### config.mk
export PLATFORM = sky130hd
export DESIGN_NAME = map_table
export DESIGN_NICKNAME = d
export VERILOG_FILES = /design/src/rtl/map_table.sv
export SDC_FILE = /design/constraint.sdc
export NUM_CORES = 1
export LEC_CHECK = 0
export BUFFER_PORTS_ARGS = -buffer_cell sky130_fd_sc_hd__buf_2
export CORE_ASPECT_RATIO = 1.2
export CORE_MARGIN = 3
export CORE_UTILIZATION = 30
export CTS_CLUSTER_DIAMETER = 120
export DETAILED_ROUTE_END_ITERATION = 8
export HOLD_SLACK_MARGIN = 0.15
export PLACE_DENSITY_LB_ADDON = 0.05
export SETUP_SLACK_MARGIN = 0.3
export SKIP_LAST_GASP = 1
export SLEW_MARGIN = 10
export SYNTH_ARGS = -nofsm -noshare
export SYNTH_HDL_FRONTEND = slang
export SYNTH_SLANG_ARGS = --single-unit
export TNS_END_PERCENT = 1
### constraint.sdc
create_clock -name clock -period 6.2 [get_ports clock]
set_input_delay 0.31 -clock clock [delete_from_list [all_inputs] [get_ports clock]]
set_output_delay 0.31 -clock clock [all_outputs]
set_load 0.01 [all_outputs]
### src/rtl/map_table.sv
// rtl/map_table.sv - register alias table for the two-wide dispatch stage
// Optional same-cycle CDB ready bypass on lookups: MAP_TABLE_CDB_BYPASS_EN
module map_table #(
   parameter int NUM_REGS  = 32,
   parameter int TAG_W     = 8,
   parameter int ROB_IDX_W = 5,
   localparam int REG_W    = $clog2(NUM_REGS)
) (
   input  logic             clock,
   input  logic             reset,
   input  logic             flush_in,
   input  logic             inst1_valid_in,
   input  logic [REG_W-1:0] inst1_rega_in,
   input  logic [REG_W-1:0] inst1_regb_in,
   input  logic [REG_W-1:0] inst1_dest_in,
   input  logic [TAG_W-1:0] inst1_tag_in,
   input  logic             inst2_valid_in,
   input  logic [REG_W-1:0] inst2_rega_in,
   input  logic [REG_W-1:0] inst2_regb_in,
   input  logic [REG_W-1:0] inst2_dest_in,
   input  logic [TAG_W-1:0] inst2_tag_in,
   input  logic [TAG_W-1:0] cdb1_tag_in,
   input  logic [TAG_W-1:0] cdb2_tag_in,
   input  logic [REG_W-1:0] retire1_dest_in,
   input  logic [TAG_W-1:0] retire1_tag_in,
   input  logic [REG_W-1:0] retire2_dest_in,
   input  logic [TAG_W-1:0] retire2_tag_in,
   output logic [TAG_W-1:0] inst1_rega_tag_out,
   output logic [TAG_W-1:0] inst1_regb_tag_out,
   output logic [TAG_W-1:0] inst2_rega_tag_out,
   output logic [TAG_W-1:0] inst2_regb_tag_out
);

   localparam logic [TAG_W-1:0] NO_TAG = {TAG_W{1'b1}};
   localparam int PAD_W = TAG_W - 1 - ROB_IDX_W;

`ifdef MAP_TABLE_CDB_BYPASS_EN
   localparam logic BYPASS = 1'b1;
`else
   localparam logic BYPASS = 1'b0;
`endif

   logic [NUM_REGS-1:0]  valid_q, valid_d;
   logic [NUM_REGS-1:0]  ready_q, ready_d;
   logic [ROB_IDX_W-1:0] idx_q [NUM_REGS];
   logic [ROB_IDX_W-1:0] idx_d [NUM_REGS];

   logic disp1_en, disp2_en, dep_en;
   logic [TAG_W-1:0] dep_tag;
   logic [TAG_W-1:0] rd1a, rd1b, rd2a, rd2b;

   function automatic logic cdb_hit(
      input logic [ROB_IDX_W-1:0] idx,
      input logic [TAG_W-1:0]     c1,
      input logic [TAG_W-1:0]     c2
   );
      return ((c1 != NO_TAG) && (c1[ROB_IDX_W-1:0] == idx)) ||
             ((c2 != NO_TAG) && (c2[ROB_IDX_W-1:0] == idx));
   endfunction

   // Only the mapping that the retiring instruction created may be cleared.
   function automatic logic retire_hit(
      input logic [REG_W-1:0]     entry,
      input logic                 v,
      input logic [ROB_IDX_W-1:0] idx,
      input logic [REG_W-1:0]     rdest,
      input logic [TAG_W-1:0]     rtag
   );
      return v && (rdest == entry) && (rdest != '0) && (rtag != NO_TAG) &&
             (idx == rtag[ROB_IDX_W-1:0]);
   endfunction

   function automatic logic [TAG_W-1:0] read_entry(
      input logic [REG_W-1:0]     src,
      input logic                 v,
      input logic                 rdy,
      input logic [ROB_IDX_W-1:0] idx,
      input logic                 byp
   );
      if ((src == '0) || !v) begin
         return NO_TAG;
      end
      return {rdy | byp, {PAD_W{1'b0}}, idx};
   endfunction

   always_comb begin
      disp1_en = inst1_valid_in && (inst1_dest_in != '0) && (inst1_tag_in != NO_TAG);
      disp2_en = inst2_valid_in && (inst2_dest_in != '0) && (inst2_tag_in != NO_TAG);
      dep_en   = disp1_en;
      dep_tag  = {1'b0, {PAD_W{1'b0}}, inst1_tag_in[ROB_IDX_W-1:0]};
   end

   always_comb begin
      valid_d = valid_q;
      ready_d = ready_q;
      idx_d   = idx_q;
      if (flush_in) begin
         valid_d = '0;
         ready_d = '0;
      end else begin
         for (int r = 1; r < NUM_REGS; r++) begin
            if (valid_q[r] && cdb_hit(idx_q[r], cdb1_tag_in, cdb2_tag_in)) begin
               ready_d[r] = 1'b1;
            end
            if (retire_hit(REG_W'(r), valid_q[r], idx_q[r], retire1_dest_in, retire1_tag_in) ||
                retire_hit(REG_W'(r), valid_q[r], idx_q[r], retire2_dest_in, retire2_tag_in)) begin
               valid_d[r] = 1'b0;
               ready_d[r] = 1'b0;
            end
            // Slot 2 is younger, so it owns the final mapping on a shared dest.
            if (disp2_en && (inst2_dest_in == REG_W'(r))) begin
               valid_d[r] = 1'b1;
               ready_d[r] = 1'b0;
               idx_d[r]   = inst2_tag_in[ROB_IDX_W-1:0];
            end else if (disp1_en && (inst1_dest_in == REG_W'(r))) begin
               valid_d[r] = 1'b1;
               ready_d[r] = 1'b0;
               idx_d[r]   = inst1_tag_in[ROB_IDX_W-1:0];
            end
         end
      end
   end

   always_ff @(posedge clock or posedge reset) begin
      if (reset) begin
         valid_q <= '0;
         ready_q <= '0;
         for (int r = 0; r < NUM_REGS; r++) begin
            idx_q[r] <= '0;
         end
      end else begin
         valid_q <= valid_d;
         ready_q <= ready_d;
         for (int r = 0; r < NUM_REGS; r++) begin
            idx_q[r] <= idx_d[r];
         end
      end
   end

   always_comb begin
      rd1a = read_entry(inst1_rega_in, valid_q[inst1_rega_in], ready_q[inst1_rega_in],
                        idx_q[inst1_rega_in],
                        BYPASS & cdb_hit(idx_q[inst1_rega_in], cdb1_tag_in, cdb2_tag_in));
      rd1b = read_entry(inst1_regb_in, valid_q[inst1_regb_in], ready_q[inst1_regb_in],
                        idx_q[inst1_regb_in],
                        BYPASS & cdb_hit(idx_q[inst1_regb_in], cdb1_tag_in, cdb2_tag_in));
      rd2a = read_entry(inst2_rega_in, valid_q[inst2_rega_in], ready_q[inst2_rega_in],
                        idx_q[inst2_rega_in],
                        BYPASS & cdb_hit(idx_q[inst2_rega_in], cdb1_tag_in, cdb2_tag_in));
      rd2b = read_entry(inst2_regb_in, valid_q[inst2_regb_in], ready_q[inst2_regb_in],
                        idx_q[inst2_regb_in],
                        BYPASS & cdb_hit(idx_q[inst2_regb_in], cdb1_tag_in, cdb2_tag_in));
   end

   // Slot 2 sources produced by slot 1 in the same group always wait on slot 1's tag.
   assign inst1_rega_tag_out = rd1a;
   assign inst1_regb_tag_out = rd1b;
   assign inst2_rega_tag_out = (dep_en && (inst2_rega_in == inst1_dest_in)) ? dep_tag : rd2a;
   assign inst2_regb_tag_out = (dep_en && (inst2_regb_in == inst1_dest_in)) ? dep_tag : rd2b;

endmodule
==> flow_metrics.py <==
metrics = {
    "die": {
        "die_area_um2": 94900,
        "die_w_um": 282,
        "die_h_um": 337,
        "core_um2": 89800,
        "std_cell_rows": 120,
        "io_pins": 125,
        "initial_utilization_pct": 30.5,
    },
    "routing": {
        "first_pass_iters": 6,
        "post_drt_wl_per_cell_um": 40.5,
        "vias": 25300,
        "postRouteAntennaNets": 0,
        "dr.first_iter.drc_count": 2758,
        "drc": 0,
        "via_per_inst": 6.47,
        "wirelength_um": 159000,
    },
    "synthesis": {
        "synth_enable_flop_cells": 0,
        "syn_area_um2": 27400,
        "syn_avg_cell_area_um2": 9.40,
        "ys.warnings.count": 0,
        "ys_async_sr_fraction_pct": 100,
        "yosysSeqAreaShare_pct": 19.8,
        "synth_cells": 2912,
        "synth-seq-cells": 217,
        "synth_flop_cell": "dfrtp_1",
        "syn_nets": 3005,
        "yosysUniqueCellTypes": 68,
    },
    "timing": {
        "skew_ns": 0.0113,
        "worst_slew_pin_slew_ns": 1.40,
        "final_hold_viol_count": 0,
        "tns_ns": 0,
        "fin_crit_ns": 3.61,
        "holdWs_ns": 0.240,
        "rsz0062_at_grt": "no",
        "finalCritPeriodShare_pct": 58.2,
        "fmax_mhz": 277,
        "drv_slew": 0,
        "slew_headroom_pct": 6.71,
        "layout_setup_ws_ns": 2.59,
        "setup_viol": 0,
    },
    "grt": {
        "gr-usage-met3_pct": 4.68,
        "grt_use_met1_pct": 40.0,
        "gr-usage-met2_pct": 54.8,
        "grt-ovfl-total": 0,
        "grt_max_degree": 58,
        "antenna_found_initial": 7,
        "grt_pass1_wl_um": 216000,
        "track_usage_pct": 32.8,
        "grt_pass1_vias": 25000,
        "top_usage_layer": "met2",
    },
    "layout": {
        "area_growth_pct": 7.42,
        "drive_above_1_share_pct": 26.9,
        "final_area_um2": 29400,
        "postLayoutCoreUtil_pct": 32.7,
        "fin_nets": 2826,
    },
    "placement": {
        "port_buffers": 124,
        "gp_congestion": 0.992,
        "pre_cts_slack_ns": 2.44,
        "hpwl_um": 111000,
        "placed_area_um2": 28400,
    },
    "cts": {
        "htreeDepth": 1,
        "cts_tree": "yes",
        "worstSkewPairLatency_ns": 0.62,
        "root_buffer": "clkbuf_16",
        "post-cts-setup-buffer-count": 0,
        "cts_sinks": 217,
        "cts_resized": 0,
        "cts_made_buffers": 31,
        "cts_buffer_depth": 3,
        "clk_pin_slew_ns": 0.05,
        "ctsHoldBuffers": 1,
    },
    "critical_path": {
        "required_ns": 5.89,
        "worst_setup_path_end_kind": "output port",
        "path_max_fanout": 31,
        "crit_start": "inst2_rega_in[2]",
        "arrival_ns": 3.30,
        "cp-endpoint": "inst2_rega_tag_out[7]",
        "worst-setup-path-type": "in2out",
        "r2r_end": "ready_q[20]",
        "r2r_setup_slack_ns": 4.25,
        "r2r_cells": 5,
        "start_kind": "primary input",
        "r2r-start": "idx_q[55]",
    },
    "power": {
        "cellPowerDensity_nw_per_um2": 264,
        "peakVddDrop_uv": 167,
        "cellLeakagePower_uw": 0.0100,
    },
    "run": {
        "cap_violations": 0,
    },
    "status": {
        "outcome": "finished, final reports clean",
    },
    "worst_hold_path": {
        "hold_class": "in2async",
    },
}
==> how the worst min path moves through the flow <==
stage / start / endpoint / slack [ns]
after floorplan: ready_q[26] / ready_q[26] / 0.56
after global placement: reset / idx_q[104] / 0.33
after detailed placement: reset / idx_q[104] / 0.34
after CTS: reset / idx_q[104] / 0.22
after global routing: reset / ready_q[11] / 0.27
final: reset / idx_q[104] / 0.24
==> per-stage QoR <==
| step | instances | power [uW] |
|---|---|---|
| final | 3917 | 7760 |
| after global routing | 3914 | 8040 |
| after CTS | 3914 | 7730 |
| after detailed placement | 3858 | 5890 |
| after global placement | 3857 | 5840 |
| after floorplan | 2912 | 4680 |
==> worst max-delay path: stages <==
cell      delay [ns]
buf_2           0.72
nor2b_1         0.61
o211ai_1        0.18
nand4_1         0.20
nand4_1         0.37
a21boi_0        0.62
buf_2           0.24
==> cell families after synthesis <==
logic type / Yosys count / share of synthesized area [%]
AOI/OAI and AO/OA: 423 / 11.0
xor gates and xnor gates: 630 / 20.2
buffers and inverters: 465 / 6.89
DFF: 217 / 19.8
muxes: 559 / 29.8
and+or+nand+nor: 618 / 12.2
==> synth_stat cells, types with 7 or more instances <==
cell type	n	area, um^2
o2111ai_2	7	105
dfrtp_1	217	5430
xnor2_1	626	5480
a31oi_1	14	87.6
nor3_1	90	450
a22o_1	9	78.8
o21bai_1	25	188
o2111ai_1	24	210
mux2_2	257	2890
mux2i_1	122	1220
a22oi_1	10	75.1
mux4_2	180	4050
nand4_1	80	500
a2111oi_0	7	61.3
inv_1	38	143
or2_2	8	50.1
buf_1	74	278
nor4_1	11	68.8
nand2b_1	15	93.8
buf_4	11	82.6
o211ai_1	97	728
o22ai_1	48	300
nor2b_1	48	300
buf_2	73	365
a221oi_1	19	166
o21ai_0	8	40.0
or3_1	32	200
nand2_1	53	199
nor2_1	92	345
nor3b_1	14	105
and2_1	8	50.1
clkbuf_1	267	1000
nand3_1	140	701
a21oi_1	107	536
==> layout make-up <==
| type | instances | area (um^2) |
|---|---|---|
| diodes | 3 | 7.51 |
| clock buffers | 41 | 883 |
| repair buffers | 215 | 1320 |
| well taps | 1159 | 1450 |
| clock inverters | 14 | 106 |
| fillers | 9205 | 60400 |
| inverters | 38 | 146 |
| multi-input cells | 2230 | 20100 |
| flip-flops and latches | 217 | 5430 |
==> report_power, final <==
group	leakage (uW)	internal [uW]	total (uW)	switching, uW
sequential	0.00281	1640	2810	1170
clock	0.000490	1030	1810	782
combinational	0.00671	1640	3140	1490
==> per-layer routing <==
| layer | share of wire, % | wire length [um] |
|---|---|---|
| met3 | 6.7 | 10700 |
| met4 | 7.2 | 11400 |
| met5 | 0.040 | 63 |
| met1 | 39 | 61200 |
| met2 | 47 | 75300 |
==> cells in the final DEF, fill, tap and decap left out, types with 92 or more instances in the layout <==
cell type	n
xnor2_1	626
mux2_2	257
dfrtp_1	217
mux4_2	180
nand3_1	140
mux2i_1	122
buf_2	119
a21oi_1	107
o211ai_1	97
buf_4	94
nor2_1	92
==> flip-flops by register name, summed over array words and instances, names as in the netlist <==
signal   cells
ready_q     31
idx_q      155
valid_q     31
(Power assumes the default switching activity.)
